===== config.mk =====
export PLATFORM = sky130hd
export DESIGN_NAME = gayle_sector_xfer
export DESIGN_NICKNAME = d
export VERILOG_FILES = /design/src/rtl/gayle_sector_xfer.sv
export SDC_FILE = /design/constraint.sdc
export NUM_CORES = 1
export LEC_CHECK = 0
export ABC_AREA = 1
export BUFFER_PORTS_ARGS = -buffer_cell sky130_fd_sc_hd__buf_2
export CAP_MARGIN = 20
export CORE_MARGIN = 2
export CORE_UTILIZATION = 60
export CTS_CLUSTER_DIAMETER = 120
export CTS_CLUSTER_SIZE = 25
export DETAILED_ROUTE_END_ITERATION = 16
export PLACE_DENSITY_LB_ADDON = 0.12
export SETUP_SLACK_MARGIN = 0.02
export SYNTH_ARGS = -nofsm -noshare
export SYNTH_HDL_FRONTEND = slang
export SYNTH_SLANG_ARGS = --single-unit

===== constraint.sdc =====
create_clock -name clk -period 3.39 [get_ports clk]
set_input_delay 0.1695 -clock clk [delete_from_list [all_inputs] [get_ports clk]]
set_output_delay 0.1695 -clock clk [all_outputs]
set_load 0.01 [all_outputs]

===== src/rtl/gayle_sector_xfer.sv =====
// ATA PIO data-phase sequencer: CPU data strokes -> FIFO strobes, word/sector/block counting, BSY/DRQ/IRQ.
// Optional GAYLE_XFER_MULTIPLE_EN honours cmd_blk (READ/WRITE MULTIPLE); otherwise each sector is a block.
module gayle_sector_xfer #(
  parameter int WORDS_PER_SECTOR = 256
) (
  input  logic       clk,
  input  logic       reset,
  input  logic       clk7_en,
  input  logic       cmd_start,
  input  logic       cmd_dir,
  input  logic [7:0] cmd_sectors,
  input  logic [4:0] cmd_blk,
  input  logic       cmd_abort,
  input  logic       data_rd,
  input  logic       data_wr,
  input  logic       irq_ack,
  input  logic       fifo_full,
  input  logic       fifo_empty,
  output logic       fifo_rd,
  output logic       fifo_wr,
  output logic       hps_req,
  output logic       bsy,
  output logic       drq,
  output logic       irq,
  output logic       xfer_active
);
  typedef enum logic [2:0] {IDLE, R_WAIT, R_XFER, W_XFER, W_WAIT} state_t;
  localparam logic [7:0] LAST_WORD = 8'(WORDS_PER_SECTOR - 1);

  state_t     state, state_nxt;
  logic [7:0] words;
  logic [8:0] sect_left, sect_dec;
  logic [4:0] blk_left, blk_dec, blk_size, cmd_blk_eff;
  logic       start, rd_acc, wr_acc, stroke, sect_end, blk_first, irq_set;
  logic       drq_nxt, bsy_nxt;

`ifdef GAYLE_XFER_MULTIPLE_EN
  assign cmd_blk_eff = (cmd_blk == 5'd0) ? 5'd1 : cmd_blk;
`else
  logic unused_cmd_blk;
  assign unused_cmd_blk = ^cmd_blk;
  assign cmd_blk_eff    = 5'd1;
`endif

  assign start    = cmd_start & ~cmd_abort & (state == IDLE);
  assign rd_acc   = clk7_en & data_rd & drq & ~cmd_abort & (state == R_XFER);
  assign wr_acc   = clk7_en & data_wr & drq & ~cmd_abort & (state == W_XFER);
  assign stroke   = rd_acc | wr_acc;
  assign sect_end = stroke & (words == LAST_WORD);
  assign sect_dec = sect_left - 9'd1;
  assign blk_dec  = blk_left - 5'd1;
  // blk_left is 0 after a finished block and equals blk_size right after cmd_start
  assign blk_first = (blk_left == 5'd0) || (blk_left == blk_size);
  assign irq_set   = ~cmd_abort & (((state == R_WAIT) & fifo_full & blk_first) |
                                   ((state == W_WAIT) & fifo_empty));

  always_ff @(posedge clk or posedge reset) begin
    if (reset) begin
      state   <= IDLE;
      drq     <= 1'b0;
      bsy     <= 1'b0;
      hps_req <= 1'b0;
    end else begin
      state   <= state_nxt;
      drq     <= drq_nxt;
      bsy     <= bsy_nxt;
      hps_req <= ~cmd_abort & ((state == R_WAIT) | (state == W_WAIT));
    end
  end

  always_comb begin
    state_nxt = state;
    case (state)
      IDLE:   if (cmd_start) state_nxt = cmd_dir ? R_WAIT : W_XFER;
      R_WAIT: if (fifo_full) state_nxt = R_XFER;
      R_XFER: if (sect_end) begin
        if (sect_dec == 9'd0)                   state_nxt = IDLE;
        else if (fifo_full && blk_dec != 5'd0)  state_nxt = R_XFER;
        else                                    state_nxt = R_WAIT;
      end
      W_XFER: if (sect_end && (blk_dec == 5'd0 || sect_dec == 9'd0)) state_nxt = W_WAIT;
      W_WAIT: if (fifo_empty) state_nxt = (sect_left == 9'd0) ? IDLE : W_XFER;
      default: state_nxt = IDLE;
    endcase
    if (cmd_abort) state_nxt = IDLE;
  end

  always_comb begin
    fifo_rd     = rd_acc;
    fifo_wr     = wr_acc;
    xfer_active = (state != IDLE);
    drq_nxt     = (state_nxt == R_XFER) || (state_nxt == W_XFER);
    bsy_nxt     = (state_nxt == R_WAIT) || (state_nxt == W_WAIT);
  end

  always_ff @(posedge clk or posedge reset) begin
    if (reset) begin
      words     <= 8'd0;
      sect_left <= 9'd0;
      blk_left  <= 5'd0;
      blk_size  <= 5'd0;
      irq       <= 1'b0;
    end else begin
      if (irq_set)               irq <= 1'b1;
      else if (irq_ack | start)  irq <= 1'b0;

      if (start) begin
        words     <= 8'd0;
        sect_left <= {cmd_sectors == 8'd0, cmd_sectors};
        blk_size  <= cmd_blk_eff;
        blk_left  <= cmd_blk_eff;
      end else if (!cmd_abort) begin
        if (stroke)   words <= sect_end ? 8'd0 : words + 8'd1;
        if (sect_end) begin
          sect_left <= sect_dec;
          blk_left  <= blk_dec;
        end
        // new block begins: read resumes after a block-ending wait, write resumes after drain
        if (state == R_WAIT && fifo_full && blk_left == 5'd0)    blk_left <= blk_size;
        if (state == W_WAIT && fifo_empty && sect_left != 9'd0)  blk_left <= blk_size;
      end
    end
  end
endmodule


Word-level counts from Yosys, hierarchy flattened
Index checks and enable logic that the tools add are counted.
Widths: inputs -> output; s select.
- equality and inequality tests: 11
- mux-type cells: 25
- bitwise gates (word level): 21
- reductions and logical operators: 26
- add/subtract/negate cells: 3
- operators by type and width (operator ; number):
    $mux 8 ; 4
    $mux 9 ; 3
    $mux 5 ; 5
    $logic_not 9->1 ; 2
    $mux 3 ; 6
    $and 1x1->1 ; 16
    $pmux 3 s5 ; 1
    $eq 3x2->1 const B ; 4
    $logic_not 5->1 ; 2
    $reduce_bool 9->1 ; 1
    $sub 9x1->9 const B ; 1
    $add 8x1->8 const B ; 1
    $eq 8x8->1 const B ; 1
    $logic_not 8->1 ; 1
    $mux 2 ; 4
    $eq 3x1->1 const B ; 2
    $eq 3x3->1 const B ; 2
    $logic_and 1x1->1 ; 6
    $reduce_and 2->1 ; 3
    $reduce_bool 2->1 ; 3
    $eq 5x1->1 ; 1
    $reduce_bool 5->1 ; 1
    $sub 5x1->5 const B ; 1
    $logic_or 1x1->1 ; 4
    7 further kinds ; 11
- output and inout port bits: 7
- register bits after elaboration: 30

Depth between registers and ports, before layout
- word-level depth: 12
- gate-level depth with buffers: 17

Worst setup path after synthesis
OpenSTA, ideal clock, no wires.
- kind: register to register
- start: register sect_left[0]
- end: register bsy
- data arrival time: 1627 ps
- stages on the path, launching flop included: 18
- required time: 3277 ps
- library setup time: 113 ps
- path slack: 1651 ps
- clock period less this slack: 1739 ps
- path through: dfrtp_1 -> inv_1 -> ha_1 -> inv_1 -> nand2_1 -> nand2_1 -> nor2_1 -> nand3_1 -> nor2_1 -> nand4_1 -> nand2_1 -> nand2_1 -> nand2_1 -> nand2_1 -> nand2_1 -> nand2_1 -> nand2_1 -> inv_1
- longest elaborated chain between the ends: 9
- elaborated cells on any way between the ends: 15
- those cells by class: 1 x add/sub; 2 x eq/ne; 7 x mux; 5 x reduce/logical
- ends and longest elaborated chain (item ; RTL line ; source):
    from (decl) ; 32 ; logic [8:0] sect_left, sect_dec;
    from (signal assigned) ; 109 ; sect_left <= {cmd_sectors == 8'd0, cmd_sectors};
    from (signal assigned) ; 115 ; sect_left <= sect_dec;
    $sub 9x1->9 ; 50 ; assign sect_dec = sect_left - 9'd1;
    $logic_not 9->1 ; 77, 81 ;
    $logic_or 1x1->1 ; 81 ; W_XFER: if (sect_end && (blk_dec == 5'd0 || sect_dec == 9'd0)) state_nxt = W_WAIT;
    $logic_and 1x1->1 ; 81 ;
    $mux 3 ; 81 ;
    $pmux 3 s5 * ; 73 ; case (state)
    $mux 3 * ; 85 ; if (cmd_abort) state_nxt = IDLE;
    $eq 3x1->1 or $eq 3x3->1 (tied branches) ; 93 ; bsy_nxt = (state_nxt == R_WAIT) || (state_nxt == W_WAIT);
    $logic_or 1x1->1 * ; 93 ;
    named net bsy_nxt ; 35 ; logic drq_nxt, bsy_nxt;
    to (signal assigned) ; 66 ; bsy <= bsy_nxt;
    to (decl) ; 22 ; output logic bsy,
Mark *: on every way through the listed nets, which the timed path passes. The rest lies on a longest branch.
A chain may end at the register's enable or synchronous reset.

Final worst setup path
- start: register state[0]
- end: register sect_left[5]
- longest elaborated chain between the ends: 6
- elaborated cells on any way between the ends: 12
- those cells by class: 3 x eq/ne; 1 x mux; 5 x bitwise; 3 x reduce/logical
- ends and longest elaborated chain (item ; RTL line ; source):
    from (decl) ; 30 ; state_t state, state_nxt;
    from (signal assigned) ; 64 ; state <= state_nxt;
    $eq 3x2->1, on equally long branches ; 46, 47 ;
    $and 1x1->1, on equally long branches ; 46, 47 ;
    $or 1x1->1 ; 48 ; assign stroke = rd_acc | wr_acc;
    $and 1x1->1 ; 49 ; assign sect_end = stroke & (words == LAST_WORD);
    $reduce_bool 2->1 (no source line) ; - ;
    $reduce_and 2->1 (no source line) ; - ;
Several ways; a longest one is shown, not always the timed one.

==> summary.md <==
| Metric | Value |
|---|---|
| Antenna fix cells | 0 |
| Longest Clk Path Bufs | 2 |
| Die Wd | ~60 um |
| Mean Syn Cell Area | between 7 and 8 um^2 |
| Worst skew pair latency | ~0.34 ns |
| Peak VDD IR | between 0.0004 and 0.0005 V |
| Worst hold path stage count | 3 |
| GRT overflow | 0 |
| Die Ht | around 60 um |
| Share of layout cells above drive strength 1 | between 10% and 20% |
| Period utilization | 62.3% |
| Worst R2R Setup Slack | around 1.3 ns |
| CP Class | reg2reg |
| RSZ-0062 raised after global routing | no |
| Synth cell types | 34 |
| I/O Buffers | 25 |
| Post-synthesis register bit count | 30 |
| Dpl hpwl | 2920 um |
| Vias per inst | 5.26 |
| Fin. Hold Viols | 0 |
| Area delta synth->final | 13.5% |
| Drt total wl | just under 4000 um |
| Vias in the first global route | 1661 |
| Endpoints failing setup | 0 |
| Nets | between 300 and 400 |
| CTS root buf | clkbuf_4 |
| Setup TNS Final | 0 ns |
| Crit-path max cell delay | 0.42 ns |
| Slowest CP cell | dfrtp_1 |
| Iteration-0 DRC Markers | 113 |
| # DRC | 0 |
| CP Launch Type | register |
| Post-synth EDFFs | 0 |
| Total core area | 0.00303 mm^2 |
| Io pins | 31 |
| CP arrival | 2.33 ns |
| Final hold slack | slightly above 0.09 ns |
| Max H-tree Level | 2 |
| Post-cts repair resize count | 0 |
| Avg WL per Cell | approximately 12 um |
| GRT Util Overall | about a quarter |
| Tmin final | 2.11 ns |
| Sequential share of the synthesized area | roughly two fifths |
| CP Data Required Time | about 3.6 ns |
| Placed insts | between 300 and 400 |
| FF-to-FF End | sect_left[5] |
| Max frequency | about 470 MHz |
| Total number of yosys warnings | 0 |
| Initial antenna violation count | 0 |
| Worst Reg-to-Reg Cells | 8 |
| Hold WC Path Type | in2reg |
| Prevailing post-synth register cell | dfrtp_1 |
| Hold Path End | sect_left[2] |
| Leakage power | approximately 1.1 nW |
| Slew margin rel. | between 70% and 80% |
| Status | finished clean |
| Pins over their slew limit | 0 |
| Pre-CTS setup slack | ~1.3 ns |
| Global-route wire length before repair | about 7000 um |
| CP Max Fanout | 16 |
| Die area | roughly 0.0036 mm^2 |
| Clock transition at the registers of the reported paths | 0.10 ns |
| Antenna Nets Post-Route | 0 |
| Fin area | ~0.0022 mm^2 |
| Placed cell area | approximately 0.0021 mm^2 |
| Final Wtd Congestion | about 0.9 |
| Syn nets | between 200 and 300 |
| Netlist Area Pre-Place | 0.00191 mm^2 |
| Non-Filler Instances | about 330 |
| CTS Buf Count | 5 |
| DR pass1 iterations | 4 |
| Largest net degree at the start of global routing | 31 |
| Worst-margin pin slew | 0.437 ns |
| Starting Density | around 63% |
| CTS tree | yes |
| Routed vias | 1756 |
| Tot Pwr | 1.26 mW |
| Setup Skew | around 0.0074 ns |
| Worst r2r src | state[0] |
| Crit. End Element | register |
| Instance count of the mapped netlist | 258 |
| Post-CTS setup buffer count | 0 |
| Synth async-reset ratio | 100% |
| Clock sink count | 30 |
| Fillers | 251 |
| Max-cap violations | 0 |
| Pwr Density | about 580 mW/mm^2 |
| Core Util, Final | 71.4% |
| Final worst slack | between 1 and 1.5 ns |
| Rows | 20 |
| Crit path cell chain | nor2_1, inv_1, nor2_1, nand2_1, nor2_4, inv_1, o211ai_1, o21ai_0 |
| Worst hold path startpoint | cmd_sectors[2] |
==> metal layers <==
metal / part of all wire (%) / GRT usage [%]
met2: 48 / 43.0
met4: 1.6 / 8.25
met1: 46 / 32.1
met3: 3.8 / 5.12
met5: 0 / 0
==> worst max-delay path: cells and delay by family, from the launching register on <==
family	cells	cell delay (ns)
DFF	1	0.42
buffers and inverters	2	0.40
and+or+nand+nor	4	0.81
AOI/OAI and AO/OA	2	0.37
==> kinds of logic (layout without fill, tap and decap cells) <==
family / count (synthesis) / after routing / synth area share (%)
DFF: 30 / 30 / 39.4
xor gates and xnor gates: 4 / 4 / 1.84
AOI/OAI and AO/OA: 44 / 44 / 14.3
adders and majority gates: 5 / 5 / 3.28
and+or+nand+nor: 130 / 130 / 31.8
buffers and inverters: 45 / 77 / 9.45
==> worst max-delay path by stage <==
stage / slack (ns) / startpoint / to
finish: 1.28 / state[0] / sect_left[5]
global placement: 1.33 / state[0] / sect_left[6]
detailed placement: 1.28 / state[0] / sect_left[5]
global route: 1.04 / state[0] / words[7]
CTS: 1.26 / state[0] / sect_left[5]
floorplan: 1.65 / sect_left[0] / bsy
==> where the power goes <==
| part | switching (mW) | leakage, nW | total, mW | internal, mW |
|---|---|---|---|---|
| clock network | 0.125 | 0.0446 | 0.267 | 0.142 |
| logic | 0.290 | 0.709 | 0.473 | 0.183 |
| registers | 0.0803 | 0.379 | 0.525 | 0.444 |
==> timing repair <==
item                                    CTS  global route
endpoints found under the hold margin    30             0
endpoints found under the setup margin    0             0
hold buffers                              1             0
==> synthesized netlist by cell type (3+ instances only) <==
cell type | n | area [um^2]
o211ai_1 | 6 | 45.0
nand4_1 | 6 | 37.5
ha_1 | 5 | 62.6
nor2_1 | 35 | 131
a31oi_1 | 4 | 25.0
nand2_1 | 51 | 191
nor3_1 | 3 | 15.0
a21oi_1 | 11 | 55.1
nand3_1 | 18 | 90.1
inv_2 | 4 | 15.0
o21ai_1 | 5 | 25.0
xnor2_1 | 3 | 26.3
inv_1 | 37 | 139
o21ai_0 | 12 | 60.1
dfrtp_1 | 30 | 751
a211oi_1 | 3 | 22.5
==> placed cells by master, fill, tap and decap left out <==
master / netlist / layout
buf_2: 1 / 25
nor2_2: 2 / 2
nor3_2: 2 / 2
nand3_1: 18 / 18
nor3b_1: 1 / 1
xor2_1: 1 / 1
a31oi_1: 4 / 4
nand4_1: 6 / 6
a221oi_2: 1 / 1
o21ai_1: 5 / 5
a21oi_4: 1 / 1
inv_4: 1 / 1
clkbuf_8: 0 / 3
clkbuf_4: 0 / 5
nor2_1: 35 / 35
xnor2_1: 3 / 3
nor3_4: 1 / 1
a22o_1: 1 / 1
ha_1: 5 / 5
inv_1: 37 / 37
nand2_4: 1 / 1
nor4_1: 2 / 2
o21ai_0: 12 / 12
or2_2: 2 / 2
a211oi_1: 3 / 3
nand2_1: 51 / 51
dfrtp_1: 30 / 30
inv_2: 4 / 4
nor2_4: 2 / 2
nor3_1: 3 / 3
dlygate4sd3_1: 0 / 1
a21oi_1: 11 / 11
o211ai_1: 6 / 6
nand2_2: 2 / 2
buf_4: 0 / 1
or2_1: 2 / 2
==> flip-flops by register name (all words and copies together), names as in the netlist <==
register,count
sect_left,9
words,8
blk_left,5
state,3
blk_size,1
bsy,1
drq,1
hps_req,1
irq,1
==> cell type report <==
class	count	area, um^2	area share (%)
well taps	44	55.1	2.54
inverters	42	160	7.40
repair buffers	27	143	6.59
flip-flops and latches	30	751	34.7
multi-input cells	183	976	45.1
clock buffers	8	78.8	3.64
No activity file was read; power rests on OpenSTA's default activity.
